## config.mk

```make
export PLATFORM = sky130hd
export DESIGN_NAME = inv_mix_add_stage
export DESIGN_NICKNAME = d
export VERILOG_FILES = /design/src/rtl/aes_pkg.sv /design/src/rtl/inv_mix_column.sv /design/src/rtl/inv_mix_add_stage.sv
export SDC_FILE = /design/constraint.sdc
export NUM_CORES = 1
export LEC_CHECK = 0
export CAP_MARGIN = 0
export CORE_ASPECT_RATIO = 1.25
export CORE_UTILIZATION = 41
export DETAILED_ROUTE_END_ITERATION = 16
export HOLD_SLACK_MARGIN = 0.08
export PLACE_DENSITY = 0.66
export SLEW_MARGIN = 25
export SYNTH_ARGS = -nofsm -noshare
export SYNTH_HDL_FRONTEND = slang
export SYNTH_HIERARCHICAL = 1
export SYNTH_SLANG_ARGS = --single-unit
export TNS_END_PERCENT = 100
```

## constraint.sdc

```tcl
create_clock -name clk -period 11.3 [get_ports clk]
set_input_delay 1.13 -clock clk [delete_from_list [all_inputs] [get_ports clk]]
set_output_delay 1.13 -clock clk [all_outputs]
set_load 0.02 [all_outputs]
```

## src/rtl/aes_pkg.sv

```systemverilog
// Shared AES decryption types and GF(2^8) helpers used by the inverse round datapath.
// Column/byte order: column 0 is bits [127:96], and the row-0 byte of each column is its top byte.
package aes_pkg;

    typedef logic [127:0] aes_state_t;
    typedef logic [31:0]  aes_word_t;

    localparam logic [7:0] AES_POLY = 8'h1B;

    function automatic logic [7:0] xtime(input logic [7:0] b);
        return {b[6:0], 1'b0} ^ (b[7] ? AES_POLY : 8'h00);
    endfunction

    // Constant multipliers are built from the x2/x4/x8 chain so that
    // each one reduces to a small XOR tree.
    function automatic logic [7:0] gmul9(input logic [7:0] b);
        logic [7:0] x2, x4, x8;
        x2 = xtime(b);
        x4 = xtime(x2);
        x8 = xtime(x4);
        return x8 ^ b;
    endfunction

    function automatic logic [7:0] gmul11(input logic [7:0] b);
        logic [7:0] x2, x4, x8;
        x2 = xtime(b);
        x4 = xtime(x2);
        x8 = xtime(x4);
        return x8 ^ x2 ^ b;
    endfunction

    function automatic logic [7:0] gmul13(input logic [7:0] b);
        logic [7:0] x2, x4, x8;
        x2 = xtime(b);
        x4 = xtime(x2);
        x8 = xtime(x4);
        return x8 ^ x4 ^ b;
    endfunction

    function automatic logic [7:0] gmul14(input logic [7:0] b);
        logic [7:0] x2, x4, x8;
        x2 = xtime(b);
        x4 = xtime(x2);
        x8 = xtime(x4);
        return x8 ^ x4 ^ x2;
    endfunction

    function automatic aes_word_t col(input aes_state_t s, input logic [1:0] i);
        aes_word_t w;
        case (i)
            2'd0:    w = s[127:96];
            2'd1:    w = s[95:64];
            2'd2:    w = s[63:32];
            default: w = s[31:0];
        endcase
        return w;
    endfunction

    function automatic aes_state_t set_col(input aes_state_t s, input logic [1:0] i,
                                           input aes_word_t w);
        aes_state_t r;
        r = s;
        case (i)
            2'd0:    r[127:96] = w;
            2'd1:    r[95:64]  = w;
            2'd2:    r[63:32]  = w;
            default: r[31:0]   = w;
        endcase
        return r;
    endfunction

endpackage

```

## src/rtl/inv_mix_column.sv

```systemverilog
// Combinational InvMixColumns for one 32-bit column; the top byte of the column is row 0.
module inv_mix_column
    import aes_pkg::*;
(
    input  aes_word_t col_in,
    output aes_word_t col_out
);

    logic [7:0] a0, a1, a2, a3;

    assign a0 = col_in[31:24];
    assign a1 = col_in[23:16];
    assign a2 = col_in[15:8];
    assign a3 = col_in[7:0];

    assign col_out[31:24] = gmul14(a0) ^ gmul11(a1) ^ gmul13(a2) ^ gmul9(a3);
    assign col_out[23:16] = gmul9(a0)  ^ gmul14(a1) ^ gmul11(a2) ^ gmul13(a3);
    assign col_out[15:8]  = gmul13(a0) ^ gmul9(a1)  ^ gmul14(a2) ^ gmul11(a3);
    assign col_out[7:0]   = gmul11(a0) ^ gmul13(a1) ^ gmul9(a2)  ^ gmul14(a3);

endmodule

```

## src/rtl/inv_mix_add_stage.sv

```systemverilog
// Decryption round stage: AddRoundKey then InvMixColumns (bypassed on the final round), 2-deep valid/ready.
// Optional macro INV_MIX_ADD_STAGE_COUNT_EN adds the blk_count output-transfer counter.
module inv_mix_add_stage
    import aes_pkg::*;
#(
    parameter int PIPE_MID = 1
)
(
    input  logic         clk,
    input  logic         rst,
    input  logic         in_valid,
    output logic         in_ready,
    input  logic [127:0] in_state,
    input  logic [127:0] in_key,
    input  logic         in_last,
    output logic         out_valid,
    input  logic         out_ready,
    output logic [127:0] out_state,
    output logic         out_last
`ifdef INV_MIX_ADD_STAGE_COUNT_EN
    ,
    output logic [31:0]  blk_count
`endif
);

    aes_state_t ark_p0;
    aes_state_t mix_src;
    logic       last_src;
    logic       vld_src;
    aes_state_t mixed;
    aes_word_t  mix_cols [4];
    logic       can_load_p2;

    aes_state_t state_p2;
    logic       last_p2;
    logic       vld_p2;

    assign ark_p0      = in_state ^ in_key;
    assign can_load_p2 = !vld_p2 || out_ready;

    // ---- stage 0 -> 1: AddRoundKey result, registered only when PIPE_MID is set
    generate
        if (PIPE_MID != 0) begin : g_mid
            aes_state_t t_p1;
            logic       last_p1;
            logic       vld_p1;

            always_ff @(posedge clk or posedge rst) begin
                if (rst) begin
                    vld_p1  <= 1'b0;
                    t_p1    <= '0;
                    last_p1 <= 1'b0;
                end else begin
                    if (in_ready) vld_p1 <= in_valid;
                    if (in_valid && in_ready) begin
                        t_p1    <= ark_p0;
                        last_p1 <= in_last;
                    end
                end
            end

            assign in_ready = !vld_p1 || can_load_p2;
            assign mix_src  = t_p1;
            assign last_src = last_p1;
            assign vld_src  = vld_p1;
        end else begin : g_flat
            assign in_ready = can_load_p2;
            assign mix_src  = ark_p0;
            assign last_src = in_last;
            assign vld_src  = in_valid;
        end
    endgenerate

    for (genvar c = 0; c < 4; c++) begin : g_col
        inv_mix_column u_col (
            .col_in  (col(mix_src, 2'(c))),
            .col_out (mix_cols[c])
        );
    end

    always_comb begin
        mixed = '0;
        for (int c = 0; c < 4; c++) begin
            mixed = set_col(mixed, 2'(c), mix_cols[c]);
        end
    end

    // ---- stage 1 -> 2: output register, holds while downstream stalls
    always_ff @(posedge clk or posedge rst) begin
        if (rst) begin
            vld_p2   <= 1'b0;
            state_p2 <= '0;
            last_p2  <= 1'b0;
        end else if (can_load_p2) begin
            vld_p2 <= vld_src;
            if (vld_src) begin
                state_p2 <= last_src ? mix_src : mixed;
                last_p2  <= last_src;
            end
        end
    end

    assign out_valid = vld_p2;
    assign out_state = state_p2;
    assign out_last  = last_p2;

`ifdef INV_MIX_ADD_STAGE_COUNT_EN
    logic [31:0] blk_cnt;

    always_ff @(posedge clk or posedge rst) begin
        if (rst) begin
            blk_cnt <= '0;
        end else if (vld_p2 && out_ready) begin
            blk_cnt <= blk_cnt + 32'd1;
        end
    end

    assign blk_count = blk_cnt;
`endif

endmodule

```

==> summary.txt, run 1 <==
=================================================================================================
Status                                                                                  completed
Synth top area cells                                                                 sky130_fd_sc_hd__dfrtp_1, sky130_fd_sc_hd__xnor2_1, sky130_fd_sc_hd__xnor3_1, sky130_fd_sc_hd__xor2_1, sky130_fd_sc_hd__mux2_4
Vias after detailed routing                                                                 14550
Average size of a mapped cell                                                           11.79 µm²
Leakage power summed over all cells                                                    0.01137 µW
Post-Syn Area                                                                           21780 µm²
Final Cell Area                                                                         26720 µm²
WP data required                                                                         10170 ps
Gp weighted congestion                                                                     0.9406
Number of top-level design ports                                                              392
Flop-to-flop setup slack                                                                  7850 ps
Critical path capture point type                                                     primary output
Buffers on Ports                                                                              391
Worst Clk Skew                                                                           17.65 ps
Maximum clock path buffer count                                                                 3
Count of flip-flops with a built-in enable after synthesis                                      0
Clock buffers created by TritonCTS                                                             29
Post-detailed-route via-to-cell ratio                                                       5.175
Number of H-tree levels                                                                         1
Power density over the cells                                                         372.2 nW/µm²
Clock latency at the later pin of the worst-skew pair                                      590 ps
Final setup vio count                                                                           0
Number of design rule violations left after detail routing                                      0
Number of distinct library cell variants in the gate-level netlist after synthesis             23
Number of violations reported at the end of detailed-routing iteration 0                      824
First-pass GRT wire length                                                               95980 µm
Remaining Overflow, GRT                                                                         0
Diode count                                                                                     0
DRT Wirelength                                                                           64020 µm
Xor/xnor share of the synthesized area                                                     44.69%
Maximum fanout count along the critical path                                                    3
Die area                                                                                54060 µm²
Worst Reg-to-Reg Cells                                                                          4
Detailed-route wire length per cell                                                      22.77 µm
Root Buffer Master                                                                   sky130_fd_sc_hd__clkbuf_16
Cell breakdown of the critical path                                                  clkdlybuf4s50_1 -> nand3b_4 -> clkdlybuf4s50_1
Horizontal die dimension                                                                 208.2 µm
Type of element launching the critical path                                             input pin
Number of clock sinks                                                                         260
Via count of the first global-routing pass                                                  15060
Hold Buf Count CTS                                                                              0
Min-delay src                                                                            out_last
Number of nets in the synthesized netlist                                                    2109
Highest clock frequency the design can meet                                             277.7 MHz
Worst-case hold path end point                                                           out_last
Cell Rows                                                                                      94
Final-report max-slew violation count                                                           0
Fin nets                                                                                     2378
Vertical extent of the die                                                               259.7 µm
Fraction of the mapped netlist area in compound gates                                      6.617%
Count of state elements after synthesis                                                       260
Gate count of the mapped netlist                                                             1848
RR Startpoint                                                                        g_mid.vld_p1
Critical path data arrival time                                                           2470 ps
Number of filler instances in the final layout                                               4643
Worst setup path category                                                               in -> out
Antenna violations before repair                                                                0
Setup TNS                                                                                    0 ps
Overall global routing resource usage                                                      23.39%
Number of routed nets with antenna violations                                                   0
Largest stage delay on the critical path                                                   680 ps
Initial core utilization                                                                   41.43%
Peak supply drop                                                                        0.1671 mV
Placeable core region                                                                   52570 µm²
Relative area change from synthesis to final layout                                        22.65%
Setup repair after global routing missed its margin                                            no
HP Class                                                                               reg -> reg
Final Hold Vio Count                                                                            0
Hold Path Stages                                                                                1
Number of buffers added for setup after CTS                                                     0
Largest net degree at the start of global routing                                             177
Critical R2R Capture                                                                 g_mid.t_p1[113]
Yosys top cell area share                                                                  29.87%
Adder-Cell Fraction of Synth Area                                                              0%
Maxcap violations                                                                               0
Combinational family with the most area after synthesis                              XOR/XNOR gates
Post-layout min period                                                                    3601 ps
Total cell area at the placement stage                                                  25730 µm²
Quantity of gates resized following cts                                                         0
Clock tree from TritonCTS                                                                    done
Warning count from the yosys run                                                                6
Fraction of final layout cells sized beyond drive strength 1                               9.724%
Clk pin slew, worst setup/hold paths                                                        60 ps
Leading area contributor after synthesis                                             sky130_fd_sc_hd__dfrtp_1
Register area                                                                            6514 µm²
Most frequent cell on the critical path                                              sky130_fd_sc_hd__clkdlybuf4s50_1
Most used standard cell by instance count after synthesis                            sky130_fd_sc_hd__xnor2_1
Simple logic cell fraction of the synthesized area                                        0.2240%
Share of synthesized area spent on multiplexers                                            14.33%
Area of the multi-input gates                                                           14370 µm²
Pre-Repair DR Iteration Count                                                                   5
Share of async-settable or async-resettable flops after synthesis                          100.0%
Final worst hold slack                                                                   518.0 ps
Sequential share of the synthesized area                                                   29.87%
Slew @ Worst Pin                                                                          1084 ps
Max stage delay cell, worst path                                                     sky130_fd_sc_hd__clkdlybuf4s50_1
Worst rel slew slack                                                                       27.74%
Ranking of synthesized cells by instance count                                       sky130_fd_sc_hd__xnor2_1, sky130_fd_sc_hd__xor2_1, sky130_fd_sc_hd__dfrtp_1
Share of the clock period used by the worst path                                           31.87%
Hpwl dp                                                                                  48170 µm
Top flip-flop cell by instance count after synthesis                                 sky130_fd_sc_hd__dfrtp_1
=================================================================================================
worst max-delay path: cells and delay by family:
kind | cells | cell delay (ps)
buffers and inverters | 2 | 1160
and+or+nand+nor | 1 | 170
flip-flops by register name, indices dropped and copies added (netlist names):
signal	cells
g_mid.last_p1	1
g_mid.t_p1	128
g_mid.vld_p1	1
out_last	1
out_state	128
out_valid	1
metal layers:
layer	track usage, %	vias up	share of wire [%]
met2	39.82	527	49
li1	-	6780	-
met5	0	-	0
met3	3.973	121	5.9
met1	29.29	7120	41
met4	9.918	0	4.1
cell usage in the layout, fill, tap and decap left out, types with 3 or more instances in the layout:
cell,n
sky130_fd_sc_hd__a31oi_1,128
sky130_fd_sc_hd__clkdlybuf4s50_1,391
sky130_fd_sc_hd__bufinv_16,3
sky130_fd_sc_hd__mux2i_1,128
sky130_fd_sc_hd__clkinv_4,3
sky130_fd_sc_hd__xor3_1,16
sky130_fd_sc_hd__clkbuf_16,29
sky130_fd_sc_hd__buf_4,8
sky130_fd_sc_hd__xnor2_2,4
sky130_fd_sc_hd__mux2_2,30
sky130_fd_sc_hd__clkinv_2,10
sky130_fd_sc_hd__dfrtp_1,258
sky130_fd_sc_hd__a21oi_1,128
sky130_fd_sc_hd__xor2_1,268
sky130_fd_sc_hd__clkbuf_1,3
sky130_fd_sc_hd__xnor3_1,108
sky130_fd_sc_hd__mux2_4,100
sky130_fd_sc_hd__clkbuf_8,3
sky130_fd_sc_hd__xor2_2,8
sky130_fd_sc_hd__xnor2_1,500
worst max path at each step:
stage / start / endpoint / slack [ps] / depth (start not counted)
2_1_floorplan: rst / g_mid.last_p1 / 3010 / 1
3_3_place_gp: out_ready / out_state[31] / 7360 / 6
3_5_place_dp: out_ready / out_state[42] / 7310 / 6
4_1_cts: out_ready / in_ready / 7680 / 3
5_1_grt: g_mid.vld_p1 / in_ready / 7640 / 2
6_report: out_ready / in_ready / 7700 / 3
kinds of logic (layout without fill, tap and decap cells):
logic type	Yosys count	after routing
xor gates and xnor gates	904	904
buffers and inverters	164	455
DFF	260	260
AOI/OAI and AO/OA	256	256
and+or+nand+nor	6	6
muxes	258	258
per-stage QoR:
step,std cells,setup WS [ps],util [%],total power (µW)
floorplan,1848,3015,-,7006
global placement,2757,7357,48.93,8951
detailed placement,2757,7311,48.93,8957
CTS,2810,7680,50.76,10000
global route,2811,7642,50.82,10500
finish,2811,7699,50.82,9942
power by group:
| part | switching, µW | leakage, µW | internal, µW |
|---|---|---|---|
| Clock | 415 | 0.000485 | 559 |
| Combinational | 3340 | 0.00793 | 3860 |
| Sequential | 505 | 0.00295 | 1260 |
| Total | 4260 | 0.0114 | 5680 |
final cells by class:
class                   instances  share of cell area, %
multi-input cells            1424                  53.77
flip-flops and latches        260                  24.38
repair buffers                401                  15.05
well taps                     672                  3.147
clock buffers                  35                  2.913
clock inverters                18                 0.6885
inverters                       1                0.04215
Power figures use the tool's default switching activity.
==> inputs of run 2 (changes only) <==
- clock period: 11.3 -> 3.5 ns (I/O delays scaled with it)
==> run 2 against run 1 <==
Register-to-register slack got worse by 7100 ps. Sequential power increased to 3.1 times the previous value. Total power increased to 3.3 times the previous value. Worst hold slack got worse by 240 ps. Largest power group unchanged. Critical path depth increased by 3. Global-route usage increased by 1.3 points.
==> summary.txt, run 2 (synthesized netlist as in run 1, its figures left out) <==
=======================================================================================
Non-Filler Instances                                                               2859   was 2811
Register area                                                                  6514 µm²   unchanged
Number of design rule violations left after detail routing                            0   unchanged
Gp weighted congestion                                                           0.9309   was 0.9406
Type of element launching the critical path                                        flop   was input pin
Power density over the cells                                                1190 nW/µm²   was 372.2 nW/µm²
Buffers on Ports                                                                    391   unchanged
Worst rel slew slack                                                             42.73%   was 27.74%
Number of routed nets with antenna violations                                         0   unchanged
Placeable core region                                                         52570 µm²   unchanged
Maximum fanout count along the critical path                                          8   was 3
HP Class                                                                    in -> async   was reg -> reg
Most frequent cell on the critical path                                    sky130_fd_sc_hd__xnor3_1   was sky130_fd_sc_hd__clkdlybuf4s50_1
Overall global routing resource usage                                            24.70%   was 23.39%
Initial core utilization                                                         41.43%   unchanged
Vertical extent of the die                                                     259.7 µm   unchanged
Critical path capture point type                                                   flop   was primary output
Pre-Repair DR Iteration Count                                                         5   unchanged
Met1 Use GR                                                                      31.05%   was 29.29%
Internal                                                                       18780 µW   was 5683 µW
Clk pin slew, worst setup/hold paths                                              60 ps   about the same
Largest net degree at the start of global routing                                   259   was 177
Final-report max-slew violation count                                                 0   unchanged
Remaining Overflow, GRT                                                               0   unchanged
Number of top-level design ports                                                    392   unchanged
Clock tree from TritonCTS                                                          done   unchanged
Via count of the first global-routing pass                                        15390   was 15060
Quantity of gates resized following cts                                               0   unchanged
Highest-count cells in the layout ignoring fill and taps                   sky130_fd_sc_hd__xnor2_1, sky130_fd_sc_hd__clkdlybuf4s50_1, sky130_fd_sc_hd__xor2_1, sky130_fd_sc_hd__dfrtp_1   unchanged
Critical path data arrival time                                                 3210 ps   was 2470 ps
Switching power total                                                          13700 µW   was 4259 µW
Hold Buf Count CTS                                                                    0   unchanged
Combinational cell fraction of total power                                        72.5%   was 72.4%
Met2 Usage GRT                                                                   44.07%   was 39.82%
Layer carrying the most global-route usage                                         met2   unchanged
Clock latency at the later pin of the worst-skew pair                            580 ps   was 590 ps
Vias after detailed routing                                                       14930   was 14550
Slew @ Worst Pin                                                               859.1 ps   was 1084 ps
Switching Share                                                                  42.18%   was 42.84%
Status                                                                        completed   unchanged
Largest stage delay on the critical path                                         660 ps   was 680 ps
Number of filler instances in the final layout                                     4622   was 4643
Maximum clock path buffer count                                                       3   unchanged
Final Hold Vio Count                                                                  0   unchanged
Final setup vio count                                                                 0   unchanged
Final worst hold slack                                                         277.7 ps   was 518.0 ps
Share of total power in the clock network                                         10.4%   was 9.8%
Peak supply drop                                                              0.4751 mV   was 0.1671 mV
Area of the multi-input gates                                                 14370 µm²   unchanged
Fraction of final layout cells sized beyond drive strength 1                     11.66%   was 9.724%
Setup WS pre-CTS                                                               648.7 ps   was 7311 ps
Sequential group share of total power                                             17.1%   was 17.8%
Cell Rows                                                                            94   unchanged
Number of buffers added for setup after CTS                                           0   unchanged
Highest clock frequency the design can meet                                   358.9 MHz
Horizontal die dimension                                                       208.2 µm   unchanged
Leading cell type in the layout, fill and taps excluded                    sky130_fd_sc_hd__xnor2_1   unchanged
Number of clock sinks                                                               260   unchanged
Met3 usage                                                                       3.079%   was 3.973%
Diode count                                                                           0   unchanged
Number of violations reported at the end of detailed-routing iteration 0            735   was 824
DRT Wirelength                                                                 67440 µm   was 64020 µm
WP data required                                                                3920 ps   was 10170 ps
Number of H-tree levels                                                               1   unchanged
Post-layout min period                                                          2786 ps
Die area                                                                      54060 µm²   unchanged
Relative area change from synthesis to final layout                              25.24%   was 22.65%
Share of the clock period used by the worst path                                 79.60%
Setup TNS                                                                          0 ps   unchanged
Hpwl dp                                                                        51860 µm   was 48170 µm
Root Buffer Master                                                         sky130_fd_sc_hd__clkbuf_16   unchanged
Fin nets                                                                           2426   was 2378
Detailed-route wire length per cell                                            23.59 µm   was 22.77 µm
First-pass GRT wire length                                                    100400 µm   was 95980 µm
Setup ws final                                                                 714.0 ps   was 7699 ps
Max stage delay cell, worst path                                           sky130_fd_sc_hd__dfrtp_1   was sky130_fd_sc_hd__clkdlybuf4s50_1
Post-detailed-route via-to-cell ratio                                             5.224   was 5.175
Setup repair after global routing missed its margin                                  no   unchanged
Leakage power summed over all cells                                          0.01167 µW   was 0.01137 µW
Worst setup path category                                                    reg -> reg   was in -> out
Clock buffers created by TritonCTS                                                   29   unchanged
Maxcap violations                                                                     0   unchanged
Worst Clk Skew                                                                 10.10 ps   was 17.65 ps
DP Cell Count                                                                      2805   was 2757
Cell breakdown of the critical path                                        xnor3_1 -> xor2_1 -> xnor2_1 -> xnor3_1 -> mux2i_1 -> a31oi_1   was clkdlybuf4s50_1 -> nand3b_4 -> clkdlybuf4s50_1
Antenna violations before repair                                                      0   unchanged
=======================================================================================
[run 2: cell count changes in the layout (fill, tap and decap cells not counted), sizes merged]
cell | previous run | this run
clkinv | 13 | 5
buf | 10 | 58
inv | 3 | 1
clkinvlp | 0 | 2
bufinv | 3 | 5
clkbuf | 35 | 41
[run 2: worst max-delay path: cells and delay by family (launching register included)]
kind            cells  cell delay [ps]
compound gates      1              110
mux                 1              210
flops               1              660
xor+xnor            4             1650
[run 2: metal layers]
metal	up-vias	wire length (µm)
met3	89	3242
met4	0	1954
met5	-	0
met2	510	33940
li1	6881	-
met1	7454	28310
[run 2: area by class of cell]
type                            count  share of cell area (%)
Clock buffer                       41                   3.119
Clock inverter                     12                  0.7568
Inverter                            1                 0.02752
Multi-Input combinational cell   1424                   52.66
Sequential cell                   260                   23.88
Tap cell                          672                   3.082
Timing Repair Buffer              449                   16.47
[run 2: worst paths after layout]
check	from	end	slack, ps	cells past startpoint
min reg2reg	out_last	out_last	540	1
min	rst	g_mid.t_p1[122]	280	2
min in group clk	in_last	g_mid.last_p1	450	2
max reg2reg	g_mid.t_p1[110]	out_state[100]	710	6
max	g_mid.t_p1[110]	out_state[100]	710	6
max in group asynchronous	rst	out_state[83]	2170	3
[run 2: power groups by stage]
stage	combinational, µW	sequential [µW]	clock [µW]
floorplan	16900	5680	0
global placement	23500	5590	0
detailed placement	23500	5600	0
CTS	23600	5570	3440
global route	25100	5690	3560
finish	23500	5560	3380
[run 2: per-stage QoR]
step / utilization (%) / total power (µW) / instance area, µm²
floorplan: - / 22620 / 21790
global placement: 49.83 / 29130 / 26200
detailed placement: 49.83 / 29070 / 26200
CTS: 51.84 / 32650 / 27250
global route: 51.89 / 34320 / 27280
finish: 51.89 / 32480 / 27280
==> inputs of run 3 (changes only) <==
- clock period: 3.5 -> 2.7 ns (I/O delays scaled with it)
==> run 3 against run 2 <==
Combinational power rose by 39%. Worst hold slack improved by 31 ps. Worst setup slack got worse by 550 ps. Sequential power rose by 22%. Maximum frequency rose by 9.7%. Clock skew down 2.9 ps. First-iteration DRC count grew 28%. Via count rose by 3.5%. Die area did not move. Final area up 3.7%.
==> summary.txt, run 3 (synthesized netlist as in run 1, its figures left out) <==
=======================================================================================
Switching power total                                                          18320 µW   was 13700 µW
Detailed-route wire length per cell                                            23.62 µm   was 23.59 µm
Status                                                                        completed   unchanged
Internal                                                                       25120 µW   was 18780 µW
Maxcap violations                                                                     0   unchanged
Via count of the first global-routing pass                                        16140   was 15390
Most frequent cell on the critical path                                    sky130_fd_sc_hd__xnor3_1   unchanged
Routed met2 length                                                             36120 µm   was 33940 µm
Worst Clk Skew                                                                 7.170 ps   was 10.10 ps
Remaining Overflow, GRT                                                               0   unchanged
Overall global routing resource usage                                            26.07%   was 24.70%
Share of the clock period used by the worst path                                 94.08%   was 79.60%
Maximum clock path buffer count                                                       3   unchanged
Pre-Repair DR Iteration Count                                                         5   unchanged
Final worst hold slack                                                         309.0 ps   was 277.7 ps
Power density over the cells                                                1536 nW/µm²   was 1190 nW/µm²
DRT Wirelength                                                                 70780 µm   was 67440 µm
Type of element launching the critical path                                        flop   unchanged
Peak supply drop                                                              0.7088 mV   was 0.4751 mV
Final Hold Vio Count                                                                  0   unchanged
Antenna violations before repair                                                      0   unchanged
Cell Rows                                                                            94   unchanged
Highest clock frequency the design can meet                                   393.7 MHz   was 358.9 MHz
Total Power Consumption                                                        43440 µW   was 32480 µW
Clock tree from TritonCTS                                                          done   unchanged
Buffer and inverter count on the worst path                                           1   was 0
Largest net degree at the start of global routing                                   189   was 259
Worst setup path category                                                    reg -> reg   unchanged
Switching Share                                                                  42.17%   was 42.18%
Number of clock sinks                                                               260   unchanged
DR WL met3                                                                      3327 µm   was 3242 µm
Max stage delay cell, worst path                                           sky130_fd_sc_hd__xnor3_1   was sky130_fd_sc_hd__dfrtp_1
Combinational cell fraction of total power                                        75.0%   was 72.5%
Total cell area at the placement stage                                        27300 µm²   was 26200 µm²
Met1 layer wirelength in the final routing                                     29380 µm   was 28310 µm
Buffers on Ports                                                                    391   unchanged
Worst rel slew slack                                                             31.83%   was 42.73%
Placeable core region                                                         52570 µm²   unchanged
Number of top-level design ports                                                    392   unchanged
Number of routed nets with antenna violations                                         0   unchanged
Highest-count cells in the layout ignoring fill and taps                   sky130_fd_sc_hd__xnor2_1, sky130_fd_sc_hd__clkdlybuf4s50_1, sky130_fd_sc_hd__xor2_1, sky130_fd_sc_hd__dfrtp_1, sky130_fd_sc_hd__buf_4   was sky130_fd_sc_hd__xnor2_1, sky130_fd_sc_hd__clkdlybuf4s50_1, sky130_fd_sc_hd__xor2_1, sky130_fd_sc_hd__dfrtp_1
Share of total power in the clock network                                          9.4%   was 10.4%
WP data required                                                                3130 ps   was 3920 ps
Number of violations reported at the end of detailed-routing iteration 0            941   was 735
Top routing layer in use                                                           met4   unchanged
Clk pin slew, worst setup/hold paths                                              60 ps   about the same
Setup WS pre-CTS                                                               75.76 ps   was 648.7 ps
Largest delay contributor family on the critical path                      XOR/XNOR gates   unchanged
Final setup vio count                                                                 0   unchanged
HP Class                                                                      in -> reg   was in -> async
Vertical extent of the die                                                     259.7 µm   unchanged
Slew @ Worst Pin                                                                1023 ps   was 859.1 ps
Diode count                                                                           0   unchanged
Fraction of final layout cells sized beyond drive strength 1                     16.77%   was 11.66%
Leakage power summed over all cells                                          0.01230 µW   was 0.01167 µW
Maximum fanout count along the critical path                                          7   was 8
Cell breakdown of the critical path                                        buf_4 -> xnor2_2 -> xnor3_1 -> xnor2_1 -> xnor3_1 -> mux2i_1 -> a31oi_1   was xnor3_1 -> xor2_1 -> xnor2_1 -> xnor3_1 -> mux2i_1 -> a31oi_1
Setup ws final                                                                 159.9 ps   was 714.0 ps
Number of design rule violations left after detail routing                            0   unchanged
Clock latency at the later pin of the worst-skew pair                            590 ps   was 580 ps
Hpwl dp                                                                        55880 µm   was 51860 µm
Number of H-tree levels                                                               1   unchanged
Largest stage delay on the critical path                                         500 ps   was 660 ps
Post-layout min period                                                          2540 ps   was 2786 ps
Critical path data arrival time                                                 2970 ps   was 3210 ps
Post-detailed-route via-to-cell ratio                                             5.158   was 5.224
Final Cell Area                                                               28280 µm²   was 27280 µm²
Root Buffer Master                                                         sky130_fd_sc_hd__clkbuf_16   unchanged
Initial core utilization                                                         41.43%   unchanged
Setup repair after global routing missed its margin                                  no   unchanged
Relative area change from synthesis to final layout                              29.84%   was 25.24%
Final-report max-slew violation count                                                 0   unchanged
Critical path capture point type                                                   flop   unchanged
Die area                                                                      54060 µm²   unchanged
Horizontal die dimension                                                       208.2 µm   unchanged
Fin nets                                                                           2563   was 2426
First-pass GRT wire length                                                    105500 µm   was 100400 µm
Number of buffers added for setup after CTS                                           0   unchanged
Leading cell type in the layout, fill and taps excluded                    sky130_fd_sc_hd__xnor2_1   unchanged
Sequential group share of total power                                             15.6%   was 17.1%
Vias after detailed routing                                                       15460   was 14930
Clock buffers created by TritonCTS                                                   30   was 29
Gp weighted congestion                                                           0.9733   was 0.9309
=======================================================================================
[run 3: changes by cell type in the layout (fill, tap and decap cells not counted), moves of 2 or more]
cell	before	now
sky130_fd_sc_hd__buf_4	47	176
sky130_fd_sc_hd__clkinv_2	3	7
sky130_fd_sc_hd__clkinvlp_4	2	4
sky130_fd_sc_hd__clkbuf_1	4	7
sky130_fd_sc_hd__buf_12	10	17
sky130_fd_sc_hd__clkbuf_8	8	5
sky130_fd_sc_hd__bufinv_16	5	1
sky130_fd_sc_hd__clkbuf_16	29	31
[run 3: per-stage QoR]
stage	utilization, %	setup TNS, ps	cells
CTS	53.79	0	2997
floorplan	-	-259370	1848
global route	53.80	0	2997
global placement	51.93	0	2941
detailed placement	51.93	0	2941
finish	53.80	0	2997
[run 3: worst register-to-register path, cell delays in order (launching register included)]
cell,delay [ps]
sky130_fd_sc_hd__dfrtp_1,390
sky130_fd_sc_hd__buf_4,190
sky130_fd_sc_hd__xnor2_2,440
sky130_fd_sc_hd__xnor3_1,310
sky130_fd_sc_hd__xnor2_1,300
sky130_fd_sc_hd__xnor3_1,500
sky130_fd_sc_hd__mux2i_1,160
sky130_fd_sc_hd__a31oi_1,110
[run 3: final timing paths]
| check | start | endpoint | slack [ps] | depth (start not counted) |
|---|---|---|---|---|
| max | g_mid.t_p1[31] | out_state[4] | 160 | 7 |
| min | in_last | g_mid.last_p1 | 310 | 2 |
| max reg2reg | g_mid.t_p1[31] | out_state[4] | 160 | 7 |
| min reg2reg | out_last | out_last | 520 | 1 |
| max in group asynchronous | rst | out_state[45] | 1340 | 5 |
| min in group asynchronous | rst | g_mid.t_p1[127] | 560 | 3 |
[run 3: repair_timing]
| action | in CTS | in global routing |
|---|---|---|
| hold buffers | 1 | 0 |
| hold endpoints to repair | 7 | 0 |
| setup endpoints to repair | 0 | 1 |
| resized for setup | 0 | 1 |
[run 3: cell type report]
cell class,instances,area (µm²)
Multi-Input combinational cell,1424,14370
Sequential cell,260,6515
Timing Repair Buffer,585,5585
Clock inverter,12,96.34
Tap cell,672,840.8
Clock buffer,43,870.8
Fill cell,4608,24290
Inverter,1,7.507
[run 3: power by group through the flow]
stage               Clock, µW  Combinational, µW  Sequential (µW)
global route             4310              34600             6920
floorplan                   0              22000             7360
global placement            0              32500             6810
detailed placement          0              32500             6810
finish                   4070              32600             6770
CTS                      4170              32800             6780
[run 3: layer usage]
| metal | vias to the layer above | track usage [%] |
|---|---|---|
| li1 | 7167 | - |
| met1 | 7654 | 32.71 |
| met2 | 538 | 46.94 |
| met3 | 101 | 3.091 |
| met4 | 0 | 7.551 |
| met5 | - | 0 |
